$ cat src/rtl/image_cell_issuer.sv
// Image-side driver for the cell processor: packs pixel streams into
// cells, waits out the processor latency and streams results back.
module image_cell_issuer #(
  parameter int PIXEL_W  = 8,
  parameter int CELL_N   = 9,
  parameter int OPC_W    = 4,
  parameter int USER_W   = 8,
  parameter int PROC_LAT = 2,
  parameter int CNT_W    = 16
) (
  input  logic                        clk,
  input  logic                        rst,
  input  logic                        cmd_valid,
  output logic                        cmd_ready,
  input  logic [OPC_W-1:0]            cmd_opcode,
  input  logic [USER_W-1:0]           cmd_user,
  input  logic                        cmd_dual,
  input  logic [CNT_W-1:0]            cmd_num_cells,
  input  logic                        pix_valid,
  output logic                        pix_ready,
  input  logic [PIXEL_W-1:0]          pix_data,
  output logic [PIXEL_W*CELL_N-1:0]   cellA,
  output logic [PIXEL_W*CELL_N-1:0]   cellB,
  output logic [USER_W-1:0]           userInputA,
  output logic [OPC_W-1:0]            opcode,
  input  logic [PIXEL_W-1:0]          processedPixel,
  output logic                        res_valid,
  input  logic                        res_ready,
  output logic [PIXEL_W-1:0]          res_data,
  output logic                        res_last,
  output logic                        busy,
  output logic                        done
);

  localparam int PIX_IW = $clog2(CELL_N + 1);
  localparam int LAT_W  = $clog2(PROC_LAT + 1);

  localparam logic [PIX_IW-1:0] PIX_LAST = PIX_IW'(CELL_N - 1);
  localparam logic [LAT_W-1:0]  LAT_LAST = LAT_W'(PROC_LAT);

  localparam logic [2:0] IDLE   = 3'd0;
  localparam logic [2:0] LOAD_A = 3'd1;
  localparam logic [2:0] LOAD_B = 3'd2;
  localparam logic [2:0] WAIT   = 3'd3;
  localparam logic [2:0] OUT    = 3'd4;
  localparam logic [2:0] FIN    = 3'd5;

  logic [2:0]        state;
  logic              dualQ;
  logic [CNT_W-1:0]  numCells;
  logic [CNT_W-1:0]  cellIdx;
  logic [PIX_IW-1:0] pixIdx;
  logic [LAT_W-1:0]  latCnt;
  logic              isLast;

  assign isLast    = (cellIdx == (numCells - CNT_W'(1)));
  assign cmd_ready = rst & (state == IDLE);
  assign pix_ready = (state == LOAD_A) | (state == LOAD_B);
  assign res_valid = (state == OUT);
  assign res_last  = res_valid & isLast;
  assign busy      = (state != IDLE);
  assign done      = (state == FIN);

  // Command sequencing, cell packing, latency wait and result hand-off
  always_ff @(posedge clk or negedge rst) begin
    if (!rst) begin
      state      <= IDLE;
      dualQ      <= 1'b0;
      numCells   <= '0;
      cellIdx    <= '0;
      pixIdx     <= '0;
      latCnt     <= '0;
      cellA      <= '0;
      cellB      <= '0;
      opcode     <= '0;
      userInputA <= '0;
      res_data   <= '0;
    end else begin
      unique case (state)
        IDLE: begin
          if (cmd_valid) begin
            opcode     <= cmd_opcode;
            userInputA <= cmd_user;
            dualQ      <= cmd_dual;
            numCells   <= cmd_num_cells;
            cellIdx    <= '0;
            pixIdx     <= '0;
            if (!cmd_dual) cellB <= '0;
            if (cmd_num_cells == '0) state <= FIN;
            else state <= LOAD_A;
          end
        end
        LOAD_A: begin
          if (pix_valid) begin
            for (int k = 0; k < CELL_N; k++)
              if (pixIdx == PIX_IW'(k))
                cellA[k*PIXEL_W +: PIXEL_W] <= pix_data;
            if (pixIdx == PIX_LAST) begin
              pixIdx <= '0;
              latCnt <= LAT_W'(1);
              state  <= dualQ ? LOAD_B : WAIT;
            end else begin
              pixIdx <= pixIdx + PIX_IW'(1);
            end
          end
        end
        LOAD_B: begin
          if (pix_valid) begin
            for (int k = 0; k < CELL_N; k++)
              if (pixIdx == PIX_IW'(k))
                cellB[k*PIXEL_W +: PIXEL_W] <= pix_data;
            if (pixIdx == PIX_LAST) begin
              pixIdx <= '0;
              latCnt <= LAT_W'(1);
              state  <= WAIT;
            end else begin
              pixIdx <= pixIdx + PIX_IW'(1);
            end
          end
        end
        WAIT: begin
          if (latCnt == LAT_LAST) begin
            res_data <= processedPixel;
            state    <= OUT;
          end else begin
            latCnt <= latCnt + LAT_W'(1);
          end
        end
        OUT: begin
          if (res_ready) begin
            if (isLast) begin
              state <= FIN;
            end else begin
              cellIdx <= cellIdx + CNT_W'(1);
              state   <= LOAD_A;
            end
          end
        end
        FIN: state <= IDLE;
        default: state <= IDLE;
      endcase
    end
  end

endmodule

$ cat config.mk
export PLATFORM = sky130hd
export DESIGN_NAME = image_cell_issuer
export DESIGN_NICKNAME = d
export VERILOG_FILES = /design/src/rtl/image_cell_issuer.sv
export SDC_FILE = /design/constraint.sdc
export NUM_CORES = 1
export LEC_CHECK = 0
export BUFFER_PORTS_ARGS = -buffer_cell sky130_fd_sc_hd__buf_2
export CAP_MARGIN = 20
export CORE_AREA = 3 3 140 142
export DETAILED_ROUTE_END_ITERATION = 10
export DIE_AREA = 0 0 143 145
export GPL_TIMING_DRIVEN = 0
export PLACE_DENSITY = 0.84
export SETUP_SLACK_MARGIN = 0.4
export SLEW_MARGIN = 15
export SYNTH_ARGS = -nofsm -noshare
export SYNTH_HDL_FRONTEND = slang
export SYNTH_SLANG_ARGS = --single-unit
$ cat constraint.sdc
create_clock -name clk -period 3.6 [get_ports clk]
set_input_delay 0.72 -clock clk [delete_from_list [all_inputs] [get_ports clk]]
set_output_delay 0.72 -clock clk [all_outputs]
set_load 0.02 [all_outputs]
Word level (Yosys, flattened, before mapping)
Index checks and enable logic that the tools add are counted.
{ "totals": {"register_bits": 206, "latch_bits": 0, "mem_bits_rw": 0, "mem_bits_ro": 0, "in_bits": 50, "memories": 0} }
{ "op_classes": {"add_sub_neg": 4, "multipliers": 0, "div": 0, "magnitude_cmp": 0, "eq_ne": 35, "shifts": 0, "muxes": 36, "n_bitwise": 3, "n_reduce_logical": 33} }
{ "op_table": {"columns": ["operator", "n"], "rows": [
  ["$mux 72", 3],
  ["$pmux 72 s2", 1],
  ["$mux 8", 9],
  ["$mux 16", 3],
  ["$reduce_and 5->1", 9],
  ["$pmux 16 s2", 1],
  ["$reduce_and 3->1", 10],
  ["$mux 3", 9],
  ["$ne 2x1->1 const B", 13],
  ["$add 16x1->16 const B", 1],
  ["$eq 16x16->1", 1],
  ["$eq 4x3->1 const B", 4],
  ["$logic_not 16->1", 1],
  ["$sub 16x1->16 const B", 1],
  ["$pmux 3 s5", 1],
  ["$ne 2x2->1 const B", 7],
  ["$mux 4", 3],
  ["$eq 4x2->1 const B", 2],
  ["$pmux 4 s2", 1],
  ["$reduce_and 4->1", 2],
  ["$reduce_bool 2->1", 4],
  ["$reduce_and 7->1", 1],
  ["$eq 3x2->1 const B", 2],
  ["$eq 3x3->1 const B", 2],
  ["other kinds (16)", 20]
]} }

Logic depth before layout (Yosys ltp)
{ "depth": {"depth_word": 5, "ltp_mapped": 10, "mapped_depth_nobuf": 9} }

Worst setup path before layout
No wires, ideal clock.
{ "synth_path": {"path_kind": "register to output", "startpoint": "reg numCells[3]", "endpoint": "out res_last", "t_arrival_ps": 2906, "setup_slack_ps": -26, "stages_incl_launch_ff": 9, "path_cell_list": "dfrtp_1 clkbuf_1 or4_1 buf_1 nor4b_1 and2_1 o21ai_0 or4_1 nor4b_1"} }
{ "synth_between": {"elab_chain_cells": 3} }
{ "synth_lines": {"columns": ["element", "line", "source"], "rows": [
  ["start: declaration", "50", "logic [CNT_W-1:0] numCells;"],
  ["start signal: assignment", "85", "numCells <= cmd_num_cells;"],
  ["$sub 16x1->16", "56", "assign isLast = (cellIdx == (numCells - CNT_W'(1)));"],
  ["$eq 16x16->1", "56", null],
  ["$and 1x1->1", "60", "assign res_last = res_valid & isLast;"],
  ["end: declaration", "30", "output logic res_last,"]
]} }
Every way passes these cells.

Worst setup path in the final report
Same ends and word-level chain as after synthesis.

==> metrics <==
Warnings, synthesis=0; number of nets in the layout=1093; number of diodes added for antenna fixing=0; summed area of non-filler cells in the final layout=11700 sq um; CTS tree=yes; Final min period=4.01 ns; failing checks=setup timing; number of remaining DRC errors=0; Req. time, crit path=2.88 ns; Syn Area/Cell=11.7 sq um; biggest fanout along the worst timing path=5; number of antenna violations at the first check in global routing=1; final worst path period share=111%; Setup Viol. Count Final=1; Achievable Freq=0.250 GHz; run status=complete, but fails checks; tightest slew margin relative to the limit=51.0%; starting density of the core=about 50%; cells after synthesis=782; share of flip-flops with an asynchronous set or reset=100%; core outline area=18600 sq um; first-pass GRT wire length=40200 um; clock buffer depth=3; transition time at the pin with the least slew margin=~0.73 ns; global router's overall resource usage=23.9%; Critical Path Source Type=flop; critical path capture point type=output port; number of global-route vias before repair=approximately 7500; net count of the mapped netlist=~840; leakage dissipation=5.95 nW; die height=145 um; Placed Instance Area=10600 sq um; cell with the most instances after synthesis=sky130_fd_sc_hd__dfrtp_1; number of clock sinks=206; crit path DAT=between 3 and 4 ns; fraction of synthesized cell area taken by the top area cell type=a little under three fifths; PD cells=910 nW/um^2; row cnt=50; dominant cell type by area after synthesis=sky130_fd_sc_hd__dfrtp_1; die area=around 21000 sq um; Clk pin slew, worst setup/hold paths=0.06 ns; overall overflow remaining after global route=0; width of the chip=143 um; Clk Tree Root Cell=sky130_fd_sc_hd__clkbuf_16; number of nets still failing antenna checks after routing=0; clk_lat worst skew=around 0.50 ns; type of the tightest min-delay check=input port to asynchronous set/reset pin; max cap viols=0; largest net degree at the start of global routing=76; I/O Buffers=211; Cell Count, Final, Fillers Out=around 1300; overall via count from detail_route=7146; DRC violation total after the first TritonRoute iteration=357; Final Hold Violating Endpoints=0; number of ports placed on the die boundary=220; largest cells by area after synthesis=sky130_fd_sc_hd__dfrtp_1, sky130_fd_sc_hd__mux2_2, sky130_fd_sc_hd__nand2_1; Clock H-tree levels=1; worst setup slack after layout=-0.407 ns; detailed-route wire length per cell=19.7 um; DPL Wire Length=17300 um; setup repair after global routing missed its margin=true; Max rail drop VDD=0.673 mV; number of storage elements in the synthesis netlist=206; Area growth, synth to finish=27.9%; kind of critical path=flop to output port; number of enable-type register cells in the synthesized netlist=0; clock skew=0.0147 ns; fraction of final layout cells sized beyond drive strength 1=44.4%; Synth Flop Type=sky130_fd_sc_hd__dfrtp_1; overall power=0.0107 W; distinct cell type count after synthesis=57; worst slack, placed=0.0615 ns; Final Max Tran Viols=0; Final Wtd Congestion=0.907; top cell types by occurrence after synthesis=sky130_fd_sc_hd__dfrtp_1, sky130_fd_sc_hd__mux2_2, sky130_fd_sc_hd__nand2_1; final core occ=63.1%; number of buffers added by the clock tree synthesis step=23; DP Cell Count=1229; Netlist Area Pre-Place=9170 sq um; First-pass DRT Iterations=4; vias per cell=5.55; post-detailed-routing wire length=between 20000 and 30000 um; share of synthesized area occupied by flip-flops and latches=56.2%
## through the flow
| step | TNS [ns] | hold WS [ns] |
|---|---|---|
| after floorplan | 0 | 0.424 |
| after global placement | -329.63 | 0.455 |
| after detailed placement | 0 | 0.457 |
| after CTS | -0.203 | 0.176 |
| after global routing | -0.503 | 0.190 |
| final | -0.407 | 0.175 |
## metal layers
metal | routed length [um] | up-vias | track usage (%) | share of wire (%)
met4 | 657 | 2 | 6.89 | 2.6
met5 | 7 | - | 0 | 0.028
met3 | 2110 | 55 | 7.28 | 8.3
met1 | 9830 | 3551 | 28.8 | 39
met2 | 12800 | 290 | 41.0 | 50
li1 | - | 3248 | - | -
## flip-flops by register name, summed over array words and instances (netlist names)
name and count:
cellA 72, cellB 72, cellIdx 16, numCells 16
res_data 8, userInputA 8, opcode 4, pixIdx 4
state 3, latCnt 2, dualQ 1
## final timing paths
check	from	to	slack (ns)	depth (start not counted)
max reg2reg	numCells[1]	cellIdx[0]	0.49	10
min	rst	numCells[4]	0.17	1
max in group asynchronous	rst	cellA[53]	2.67	2
min in group clk	cmd_opcode[3]	opcode[3]	0.41	3
max	numCells[3]	res_last	-0.41	9
min reg2reg	userInputA[2]	userInputA[2]	0.47	2
## cell families after synthesis
kind of cell / Yosys count / share of synthesized area, %
mux: 157 / 19.3
flops: 206 / 56.2
fa+ha+maj: 7 / 0.955
buf+inv: 62 / 2.69
simple gates: 239 / 12.8
compound gates: 90 / 6.08
xor+xnor: 21 / 2.01
## critical path: stages, from the launching register on
cell and delay, ns:
sky130_fd_sc_hd__dfrtp_1 0.38, sky130_fd_sc_hd__clkbuf_8 0.14, sky130_fd_sc_hd__buf_6 0.13, sky130_fd_sc_hd__nor4_4 0.36
sky130_fd_sc_hd__nand2_1 0.14, sky130_fd_sc_hd__a211oi_1 0.58, sky130_fd_sc_hd__o21ai_2 0.09, sky130_fd_sc_hd__or4_4 0.46
sky130_fd_sc_hd__nor4b_4 0.31, sky130_fd_sc_hd__buf_4 0.19
## power breakdown
group / total, W / internal (W) / switching [W]
Combinational: 0.00452 / 0.00177 / 0.00275
Clock: 0.00247 / 0.00150 / 0.000968
Sequential: 0.00369 / 0.00317 / 0.000519
Total: 0.0107 / 0.00644 / 0.00423
## area by class of cell
type / count / area (sq um)
well taps: 234 / 293
inverters: 12 / 45.0
multi-input cells: 514 / 3960
repair buffers: 229 / 1250
flip-flops and latches: 206 / 5160
plain buffers: 50 / 220
fillers: 1435 / 6850
clock inverters: 13 / 159
clock buffers: 29 / 648
## cell usage in the layout, fill, tap and decap left out, drive strengths merged, types with 5 or more instances in the layout
cell      n
nor3     10
nand2   124
nand3    11
ha        7
clkbuf   72
o21ai    28
buf     236
xnor2    14
or3      14
nand4     5
or4       8
nand2b    5
and2     12
nor2     20
nor4     11
a21o      8
mux2    156
clkinv    5
inv      14
dfrtp   206
a21oi    26
xor2      7
## timing repair
action                                  in CTS  in global routing
setup buffers                               13                  3
endpoints found under the setup margin      19                 46
gates resized for setup                     23                 20
pin swaps                                   10                 11
hold buffers                                 0                  0
No activity file was read; power rests on OpenSTA's default activity.
